<file path="src/rtl/branch_resolution_unit.sv">
// rtl/branch_resolution_unit.sv - branch prediction check, flush/redirect and predictor update
//
// Purpose:
//   Carries each IF-stage branch prediction down the ID and EX tracking
//   registers, compares it with the real outcome at EX, flushes and
//   redirects fetch on a mispredict, and writes the outcome back into the
//   predictor tables one cycle after resolution.
//
// Ports:
//   i_clk, i_rst_n           clock, synchronous active-low reset
//   i_stall                  freezes tracking registers and resolution
//   i_if_is_branch           IF instruction is a branch
//   i_if_pred_taken          predicted direction for the IF instruction
//   i_if_pred_target         predicted target for the IF instruction
//   i_if_pc                  IF-stage PC
//   i_ex_resolve             EX branch outcome valid this cycle
//   i_ex_taken, i_ex_target  actual direction and target
//   o_flush                  kill IF/ID and ID/EX (1-cycle pulse)
//   o_redirect_valid         load o_redirect_pc into PC (1-cycle pulse)
//   o_redirect_pc            corrected fetch address
//   o_upd_valid              predictor write enable
//   o_upd_idx                predictor entry, pc[IDX_W+1:2]
//   o_upd_taken              new BHT bit
//   o_upd_target             new BHB target
//   o_br_cnt, o_mis_cnt      saturating resolve/mispredict counters,
//                            present only when BRU_PERF_CNT_EN is defined

module branch_resolution_unit #(
  parameter int DATA_WIDTH = 32,
  parameter int IDX_W      = 3
) (
  input  logic                  i_clk,
  input  logic                  i_rst_n,
  input  logic                  i_stall,
  input  logic                  i_if_is_branch,
  input  logic                  i_if_pred_taken,
  input  logic [DATA_WIDTH-1:0] i_if_pred_target,
  input  logic [DATA_WIDTH-1:0] i_if_pc,
  input  logic                  i_ex_resolve,
  input  logic                  i_ex_taken,
  input  logic [DATA_WIDTH-1:0] i_ex_target,
  output logic                  o_flush,
  output logic                  o_redirect_valid,
  output logic [DATA_WIDTH-1:0] o_redirect_pc,
  output logic                  o_upd_valid,
  output logic [IDX_W-1:0]      o_upd_idx,
  output logic                  o_upd_taken,
  output logic [DATA_WIDTH-1:0] o_upd_target
`ifdef BRU_PERF_CNT_EN
  ,
  output logic [31:0]           o_br_cnt,
  output logic [31:0]           o_mis_cnt
`endif
);

  typedef enum logic {
    IDLE    = 1'b0,
    RECOVER = 1'b1
  } state_t;

  state_t state, state_next;

  logic                  id_v, id_pred_taken;
  logic [DATA_WIDTH-1:0] id_pred_target, id_pc;
  logic                  ex_v, ex_pred_taken;
  logic [DATA_WIDTH-1:0] ex_pred_target, ex_pc;

  logic                  res, mis;
  logic [DATA_WIDTH-1:0] correct_pc;
  logic [DATA_WIDTH-1:0] redirect_pc_q;

  // Resolution is blocked while stalled (EX entry is retried after release)
  // and while recovering (EX content belongs to the squashed path).
  always_comb begin
    res        = ex_v & i_ex_resolve & ~i_stall & (state == IDLE);
    mis        = res & ((ex_pred_taken != i_ex_taken) |
                        (i_ex_taken & (ex_pred_target != i_ex_target)));
    correct_pc = i_ex_taken ? i_ex_target : (ex_pc + DATA_WIDTH'(4));
  end

  // Tracking registers; a mispredict invalidates both stages on the same edge.
  always_ff @(posedge i_clk) begin
    if (!i_rst_n) begin
      id_v           <= 1'b0;
      id_pred_taken  <= 1'b0;
      id_pred_target <= '0;
      id_pc          <= '0;
      ex_v           <= 1'b0;
      ex_pred_taken  <= 1'b0;
      ex_pred_target <= '0;
      ex_pc          <= '0;
    end else if (!i_stall) begin
      id_v           <= i_if_is_branch & ~mis;
      id_pred_taken  <= i_if_pred_taken;
      id_pred_target <= i_if_pred_target;
      id_pc          <= i_if_pc;
      ex_v           <= id_v & ~mis;
      ex_pred_taken  <= id_pred_taken;
      ex_pred_target <= id_pred_target;
      ex_pc          <= id_pc;
    end
  end

  // FSM state register
  always_ff @(posedge i_clk) begin
    if (!i_rst_n) state <= IDLE;
    else          state <= state_next;
  end

  // FSM next state
  always_comb begin
    state_next = state;
    case (state)
      IDLE:    if (mis) state_next = RECOVER;
      RECOVER: state_next = IDLE;
      default: state_next = IDLE;
    endcase
  end

  // FSM outputs: the redirect address is held only for the RECOVER cycle.
  always_comb begin
    o_flush          = (state == RECOVER);
    o_redirect_valid = (state == RECOVER);
    o_redirect_pc    = (state == RECOVER) ? redirect_pc_q : '0;
  end

  always_ff @(posedge i_clk) begin
    if (!i_rst_n)  redirect_pc_q <= '0;
    else if (mis)  redirect_pc_q <= correct_pc;
  end

  // Predictor write-back, issued for every resolved branch.
  always_ff @(posedge i_clk) begin
    if (!i_rst_n) begin
      o_upd_valid  <= 1'b0;
      o_upd_idx    <= '0;
      o_upd_taken  <= 1'b0;
      o_upd_target <= '0;
    end else begin
      o_upd_valid <= res;
      if (res) begin
        o_upd_idx    <= ex_pc[IDX_W+1:2];
        o_upd_taken  <= i_ex_taken;
        o_upd_target <= i_ex_target;
      end
    end
  end

`ifdef BRU_PERF_CNT_EN
  always_ff @(posedge i_clk) begin
    if (!i_rst_n) begin
      o_br_cnt  <= '0;
      o_mis_cnt <= '0;
    end else begin
      if (res && (o_br_cnt != 32'hFFFF_FFFF))  o_br_cnt  <= o_br_cnt + 32'd1;
      if (mis && (o_mis_cnt != 32'hFFFF_FFFF)) o_mis_cnt <= o_mis_cnt + 32'd1;
    end
  end
`endif

endmodule

</file>
<file path="config.mk">
export PLATFORM = sky130hd
export DESIGN_NAME = branch_resolution_unit
export DESIGN_NICKNAME = d
export VERILOG_FILES = /design/src/rtl/branch_resolution_unit.sv
export SDC_FILE = /design/constraint.sdc
export NUM_CORES = 1
export LEC_CHECK = 0
export BUFFER_PORTS_ARGS = -buffer_cell sky130_fd_sc_hd__clkbuf_2
export CAP_MARGIN = 20
export CORE_MARGIN = 1
export CORE_UTILIZATION = 50
export DETAILED_ROUTE_END_ITERATION = 12
export GPL_TIMING_DRIVEN = 0
export PLACE_DENSITY_LB_ADDON = 0.2
export SLEW_MARGIN = 15
export SYNTH_ARGS = -nofsm -noshare
export SYNTH_HDL_FRONTEND = slang
export SYNTH_SLANG_ARGS = --single-unit
</file>
<file path="constraint.sdc">
create_clock -name i_clk -period 2.2 [get_ports i_clk]
set_input_delay 0.22 -clock i_clk [delete_from_list [all_inputs] [get_ports i_clk]]
set_output_delay 0.22 -clock i_clk [all_outputs]
set_load 0.02 [all_outputs]
</file>
==> flow_summary.toml, run 1 <==
[place]
placed_cell_area_sq_um = 10200
dp.final_hpwl_um = 18700
dp.cells = 1350
routabilityCongestion = 0.950
portBuffers = 171

[timing]
setup_slack_ps = -29.0
finClkSkew_ps = 23.3
period_needed_ps = 2230
slew_headroom_pct = 42.5
timing.final.crit_share_pct = 101
drv_slew = 0
worstMarginPinSlew_ps = 862
finalHoldViolCount = 1
grt_setup_unrepaired = "yes"
hold-worst-slack_ps = -15.6
final-setup-viol-count = 8
fmax_mhz = 449

[clocking]
htree_levels = 1
insertion_delay_ps = 510
cts.clk_slew.worst_paths_ps = 60
numCtsBuffers = 22
cts_root_buf = "clkbuf_16"
cts.sinks = 202
tritoncts = "done"
clockBufferDepth = 3

[finish]
layout_commonest_cell = "dfxtp_1"
postLayoutCoreUtil_pct = 66.7
nNetsFinal = 1317
fin_area_sq_um = 11700
final_cells = 1452
area_growth_pct = 29.1
drive_above_1_share_pct = 19.3
most-common-layout-cells = "dfxtp_1, clkbuf_2, mux2i_1"
final.fill_count = 1429

[drt]
drc = 0
drt_iter0_drc = 449
drtPass1Iterations = 5
ant_nets = 0
routed_wl_um = 25400
wl_per_cell_um = 17.5
via_per_inst = 5.22
num_vias = 7576

[pwr]
ir_drop_mv = 0.514
power.density_nw_per_um2 = 718
p_leak_nw = 4.99

[yosys]
synthCells = 954
syn_area_sq_um = 9030
synth_edf_count = 0
synthTopCellsByArea = "dfxtp_1, mux2i_1, nor2b_1"
yosys_warnings = 0
async_flop_share_pct = 0
synth_cell_types = 45
synthFlopType = "dfxtp_1"
avgSynthCellArea_sq_um = 9.47
synth_top_cell_by_area = "dfxtp_1"
synth_top_area_share_pct = 44.8
ys_ff_latch = 202
seq_area_frac_synth_pct = 44.8
syn-num-nets = 1058

[global_routing]
grt_pass1_wl_um = 38900
grt_use_total_pct = 27.4
grt_antenna_before_repair = 0
grt_max_degree = 14
grt_pass1_vias = 7126
overflow = 0

[worst_setup_path]
endpoint_kind = "flop"
crit_path_start_kind = "flop"
critical_path_class = "flop to flop"
path_max_fanout = 5
worstPathRequired_ps = 2620
crit_arrival_ps = 2650

[floorplan]
die_height_um = 136
initial_core_util_pct = 51.7
die_w_um = 136
rows = 48
num_io_pins = 174
coreArea_sq_um = 17500
die_area_sq_um = 18600

[outcome]
failed_checks = "negative hold slack, negative setup slack"
outcome = "finished with violations"

[run]
maxCapViolCount = 0

[hold_path]
hold_class = "input pin to flop"
==> kinds of logic after synthesis <==
kind of cell,Yosys count,share of synthesized area (%)
fa+ha+maj,1,0.138
flops,202,44.8
xor+xnor,51,4.94
mux,149,16.5
simple gates,372,22.3
compound gates,105,7.89
buf+inv,74,3.45
==> worst max-delay path, stage by stage, from the launching register on <==
cell,delay [ps]
dfxtp_2,340
xnor2_1,150
nand4_1,110
or4_4,570
or4_4,510
nand2_8,140
buf_12,120
mux2i_2,190
==> area by class of cell <==
cell class                      instances  area (sq um)  area share [%]
Sequential cell                       202          4050            34.8
Clock inverter                          8           133            1.14
Inverter                                6          22.5           0.193
Tap cell                              225           282            2.41
Buffer                                 63           280            2.40
Antenna cell                            1          2.50          0.0215
Clock buffer                           29           587            5.03
Timing Repair Buffer                  240          1560            13.4
Multi-Input combinational cell        678          4740            40.7
==> sequential cells by signal, summed over array words and instances, names as in the netlist, 3 cells and up <==
name,flops
ex_pc,32
ex_pred_target,32
id_pc,32
id_pred_target,32
o_upd_idx,3
o_upd_target,32
redirect_pc_q,32
==> worst paths after layout <==
path                        start            endpoint  slack, ps  depth (start not counted)
min reg2reg     redirect_pc_q[23]   redirect_pc_q[23]        460                          2
max            ex_pred_target[21]   redirect_pc_q[16]        -30                          7
max reg2reg    ex_pred_target[21]   redirect_pc_q[16]        -30                          7
min          i_if_pred_target[10]  id_pred_target[10]        -20                          3
==> synthesized netlist by cell type, types with 5 or more instances <==
| master | number |
|---|---|
| buf_1 | 5 |
| and2_1 | 33 |
| nor4_1 | 5 |
| nand4_1 | 13 |
| inv_1 | 5 |
| and4_1 | 5 |
| dfxtp_1 | 202 |
| clkbuf_1 | 58 |
| nor2b_1 | 131 |
| nand2_1 | 121 |
| o211ai_1 | 12 |
| a21oi_1 | 7 |
| and3_1 | 5 |
| a21boi_0 | 36 |
| mux2i_1 | 149 |
| xnor2_1 | 26 |
| xor2_1 | 25 |
| o21ai_0 | 20 |
| nor2_1 | 10 |
| o21ai_1 | 9 |
| nor3_1 | 6 |
| nand3_1 | 23 |
==> through the flow <==
step	power [mW]	TNS [ps]	setup WS, ps
after floorplan	4.35	0	70.0
after global placement	4.63	-20510	-301
after detailed placement	4.64	-24520	-322
after CTS	8.42	-161	-34.5
after global routing	8.65	-1510	-103
final	8.37	-158	-29.0
==> layer usage <==
| layer | wire (um) | vias to the layer above | GRT usage (%) | part of all wire (%) |
|---|---|---|---|---|
| li1 | - | 3752 | - | - |
| met1 | 12100 | 3487 | 38.6 | 48 |
| met2 | 10800 | 293 | 42.2 | 43 |
| met3 | 1670 | 44 | 4.10 | 6.6 |
| met4 | 799 | 0 | 10.2 | 3.1 |
| met5 | 0 | - | 0 | 0 |
==> timing repair <==
item / in CTS / in global routing
cloned: 1 / 0
setup buffers: 2 / 2
setup endpoints to repair: 32 / 60
gates resized for setup: 20 / 13
hold endpoints to repair: 64 / 0
pin swaps: 6 / 2
hold buffers: 64 / 0
==> power breakdown <==
part / internal (mW) / total [mW] / switching [mW] / leakage [nW]
Combinational: 0.397 / 0.796 / 0.398 / 2.99
Sequential: 3.78 / 3.87 / 0.0934 / 1.65
Clock: 2.23 / 3.70 / 1.47 / 0.347
Note: power is estimated with default switching activity, not from simulation.
==> inputs of run 2 (changes only) <==
Settings changed: REMOVE_ABC_BUFFERS set to 1, TNS_END_PERCENT set to 20.
==> flow_summary.toml, run 2 (same netlist as run 1, synthesis figures left out) <==
[finish]
n_antenna_cell = 0
nNetsFinal = 1287
drive_above_1_share_pct = 21.5
final_cells = 1421
most-common-layout-cells = "dfxtp_1, clkbuf_2, mux2i_1"
layout_commonest_cell = "dfxtp_1"
area_growth_pct = 30.9
fin_area_sq_um = 11800

[place]
place_ws_ps = -1350
dp.cells = 1289
routabilityCongestion = 0.767
placed_cell_area_sq_um = 10000
dp.final_hpwl_um = 13900
portBuffers = 173

[global_routing]
grt_pass1_wl_um = 35800
grt_use_total_pct = 24.7
grt_pass1_vias = 6838
grt_antenna_before_repair = 0
grt_max_degree = 157
overflow = 0

[pwr]
fin_total_pwr_mw = 8.19
power.density_nw_per_um2 = 692
p_leak_nw = 5.06
ir_drop_mv = 0.756

[floorplan]
die_area_sq_um = 18600
initial_core_util_pct = 51.7
num_io_pins = 174
die_w_um = 136
coreArea_sq_um = 17500
die_height_um = 136
rows = 48

[hold_path]
hp-start = "i_ex_target[28]"
min_path_cells = 3
hold_class = "input pin to flop"
min_to = "o_upd_target[28]"

[drt]
drtPass1Iterations = 4
routed_wl_um = 22700
ant_nets = 0
num_vias = 7294
wl_per_cell_um = 16.0
drt_iter0_drc = 355
drc = 0
via_per_inst = 5.13

[timing]
drv_slew = 0
timing.final.crit_share_pct = 104
slew_headroom_pct = 42.2
setup_slack_ps = -97.2
finalHoldViolCount = 0
tns_ps = -1320
period_needed_ps = 2300
grt_setup_unrepaired = "yes"
fmax_mhz = 435
finClkSkew_ps = 8.77
final-setup-viol-count = 26
worstMarginPinSlew_ps = 866

[worst_setup_path]
r2r-start = "ex_pred_target[27]"
path_max_fanout = 7
critical_path_class = "flop to flop"
r2r.worst_path.cells = 6
crit_path_start_kind = "flop"
endpoint_kind = "flop"
r2r_end = "redirect_pc_q[22]"
crit_arrival_ps = 2690
reg2reg_slack_ps = -100
worstPathRequired_ps = 2590

[clocking]
htree_levels = 1
clockBufferDepth = 3
numCtsBuffers = 22
cts.sinks = 202
cts_root_buf = "clkbuf_16"
tritoncts = "done"
insertion_delay_ps = 500
cts.clk_slew.worst_paths_ps = 60

[run]
maxCapViolCount = 0

[outcome]
failed_checks = "negative setup slack"
outcome = "finished with violations"
## run 2: changes by cell type in the layout (fill, tap and decap cells not counted), sizes merged, moves of 2 or more
cell,change
buf,+6
bufinv,-2
clkbuf,-51
dlygate4sd3,+13
nand2,+2
## run 2: where the power goes
group	switching, mW	internal, mW	total, mW
registers	0.0826	3.78	3.86
clock network	1.42	2.12	3.55
logic	0.359	0.417	0.776
total	1.87	6.32	8.19
## run 2: worst max path at each step
stage	from	end	slack, ps	cells after the start
floorplan	o_flush	redirect_pc_q[24]	-2740	4
global placement	i_stall	redirect_pc_q[24]	-9530	5
detailed placement	i_stall	redirect_pc_q[20]	-1350	5
CTS	ex_pred_target[27]	redirect_pc_q[14]	-90	6
global route	ex_pred_target[29]	redirect_pc_q[20]	-140	6
finish	ex_pred_target[27]	redirect_pc_q[22]	-100	6
## run 2: through the flow
stage | util (%) | hold WS, ps
detailed placement | 57.4 | 439
global route | 67.7 | 18.5
CTS | 67.2 | 0.673
finish | 67.7 | 14.3
global placement | 56.6 | 432
floorplan | - | 348
## run 2: final cells by class
| cell class | instances | area [sq um] |
|---|---|---|
| Fill cell | 1421 | 5650 |
| Tap cell | 225 | 282 |
| Clock buffer | 31 | 636 |
| Clock inverter | 6 | 61.3 |
| Inverter | 6 | 23.8 |
| Sequential cell | 202 | 4060 |
| Timing Repair Buffer | 269 | 1880 |
| Multi-Input combinational cell | 682 | 4890 |
## run 2: what timing repair did
action	CTS	global route
gates cloned	3	1
pin swaps	11	4
endpoints found under the setup margin	35	35
hold buffers	77	0
setup buffers	13	1
endpoints found under the hold margin	77	0
gates resized for setup	19	13
## run 2: per-layer routing
layer | vias to the layer above | track usage [%] | share of wire, %
met5 | - | 0 | 0
met4 | 0 | 6.23 | 1.9
met3 | 30 | 4.33 | 5.0
met2 | 168 | 41.3 | 47
met1 | 3403 | 32.7 | 46
li1 | 3693 | - | -
## run 2: critical path: stages (launching register included)
cell and delay (ps):
dfxtp_2 350, xnor2_4 180, nand4_1 170, or4_4 510, or4_4 580, and3_4 220
a31o_1 170
==> inputs of run 3 (changes only) <==
Settings changed: CELL_PAD_IN_SITES_DETAIL_PLACEMENT set to 2, CELL_PAD_IN_SITES_GLOBAL_PLACEMENT set to 2, CORE_UTILIZATION 50 to 31.
==> flow_summary.toml, run 3 (same netlist as run 1, synthesis figures left out) <==
[drt]
drt_iter0_drc = 218
drc = 0
via_per_inst = 4.75
drtPass1Iterations = 4
routed_wl_um = 29100
wl_per_cell_um = 18.2
num_vias = 7578
ant_nets = 0

[worst_setup_path]
critPathMaxStageDelay_ps = 620
endpoint_kind = "flop"
crit_top_cell = "or4_4"
path_cells = "xnor2_1 -> nand4_1 -> or4_4 -> or4_4 -> and3_4 -> a31o_1"
crit_path_start_kind = "flop"
path_max_fanout = 6
critPathSlowestCell = "or4_4"
worstPathRequired_ps = 2610
crit_buf_inv = 0
r2r.worst_path.cells = 6
crit_arrival_ps = 2740
critical_path_class = "flop to flop"
r2r_end = "redirect_pc_q[20]"
reg2reg_slack_ps = -130
crit_family = "simple AND/OR/NAND/NOR gates"
r2r-start = "ex_pred_target[29]"
cp.depth = 6

[global_routing]
overflow = 0
grt_max_degree = 115
grt_antenna_before_repair = 0
grt_pass1_vias = 8289
grt_use_total_pct = 19.5
grt_pass1_wl_um = 46300

[place]
dp.cells = 1449
portBuffers = 173
routabilityCongestion = 0.703
place_ws_ps = -893
dp.final_hpwl_um = 18500

[pwr]
power.density_nw_per_um2 = 699
ir_drop_mv = 0.483
p_leak_nw = 5.17
fin_total_pwr_mw = 8.58

[finish]
postLayoutCoreUtil_pct = 42.8
area_growth_pct = 35.9
final_cells = 1596
most-common-layout-cells = "dfxtp_1, clkbuf_2, mux2i_1"
n_antenna_cell = 0
nNetsFinal = 1301
layout_commonest_cell = "dfxtp_1"
drive_above_1_share_pct = 22.2
final.fill_count = 3086

[floorplan]
die_w_um = 173
initial_core_util_pct = 31.5
rows = 62
die_height_um = 173
die_area_sq_um = 29800
coreArea_sq_um = 28700
num_io_pins = 174

[timing]
worstMarginPinSlew_ps = 778
fmax_mhz = 430
tns_ps = -2740
drv_slew = 0
period_needed_ps = 2330
slew_headroom_pct = 48.1
finalHoldViolCount = 0
finClkSkew_ps = 9.72
grt_setup_unrepaired = "yes"
timing.final.crit_share_pct = 106
final-setup-viol-count = 32
setup_slack_ps = -127

[hold_path]
min_to = "o_upd_target[8]"
hp-start = "i_ex_target[8]"
min_path_cells = 3
hold_class = "input pin to flop"

[clocking]
numCtsBuffers = 25
htree_levels = 1
tritoncts = "done"
cts.clk_slew.worst_paths_ps = 50
insertion_delay_ps = 520
cts_root_buf = "clkbuf_16"
clockBufferDepth = 3
cts.sinks = 202

[run]
maxCapViolCount = 0

[outcome]
outcome = "finished with violations"
failed_checks = "negative setup slack"
==> run 3: worst reg2reg max path: stages (launching register included) <==
cell and delay (ps):
dfxtp_1 320, xnor2_1 180, nand4_1 150, or4_4 620, or4_4 560, and3_4 220
a31o_1 170
==> run 3: power by group <==
part	switching, mW	internal, mW	total, mW
clock	1.59	2.30	3.89
combinational	0.388	0.429	0.817
sequential	0.0885	3.78	3.87
==> run 3: timing repair <==
| item | in CTS | in global routing |
|---|---|---|
| hold endpoints to repair | 86 | 0 |
| buffers inserted | 15 | 0 |
| pin swaps | 13 | 2 |
| hold buffers | 86 | 0 |
| endpoints found under the setup margin | 35 | 35 |
| gates cloned | 4 | 0 |
| gates resized for setup | 28 | 4 |
==> run 3: worst max path at each step <==
stage	from	slack, ps	endpoint
6_report	ex_pred_target[29]	-130	redirect_pc_q[20]
5_1_grt	ex_pred_target[5]	-240	redirect_pc_q[6]
4_1_cts	ex_pred_target[5]	-150	redirect_pc_q[19]
3_5_place_dp	i_ex_taken	-890	redirect_pc_q[4]
3_3_place_gp	i_stall	-10670	redirect_pc_q[27]
2_1_floorplan	o_flush	-2740	redirect_pc_q[24]
==> run 3: cell type report <==
cell class / instances / area (sq um) / share of cell area [%]
Multi-Input combinational cell: 682 / 4920 / 40.1
Sequential cell: 202 / 4050 / 33.0
Timing Repair Buffer: 280 / 2030 / 16.5
Clock buffer: 35 / 733 / 5.97
Tap cell: 384 / 480 / 3.91
Clock inverter: 7 / 37.5 / 0.306
Inverter: 6 / 23.8 / 0.194
==> run 3: stage by stage <==
stage          instance area (sq um)  hold WS (ps)
3_5_place_dp                   10300           443
5_1_grt                        12300          3.17
3_3_place_gp                   10100           434
6_report                       12300          18.7
2_1_floorplan                   8740           348
4_1_cts                        12300          6.11
==> run 3: metal layers <==
metal / track usage (%) / wire, um
met4: 4.13 / 534
met5: 0 / 0
met1: 24.6 / 13100
met2: 34.9 / 14300
met3: 2.92 / 1090
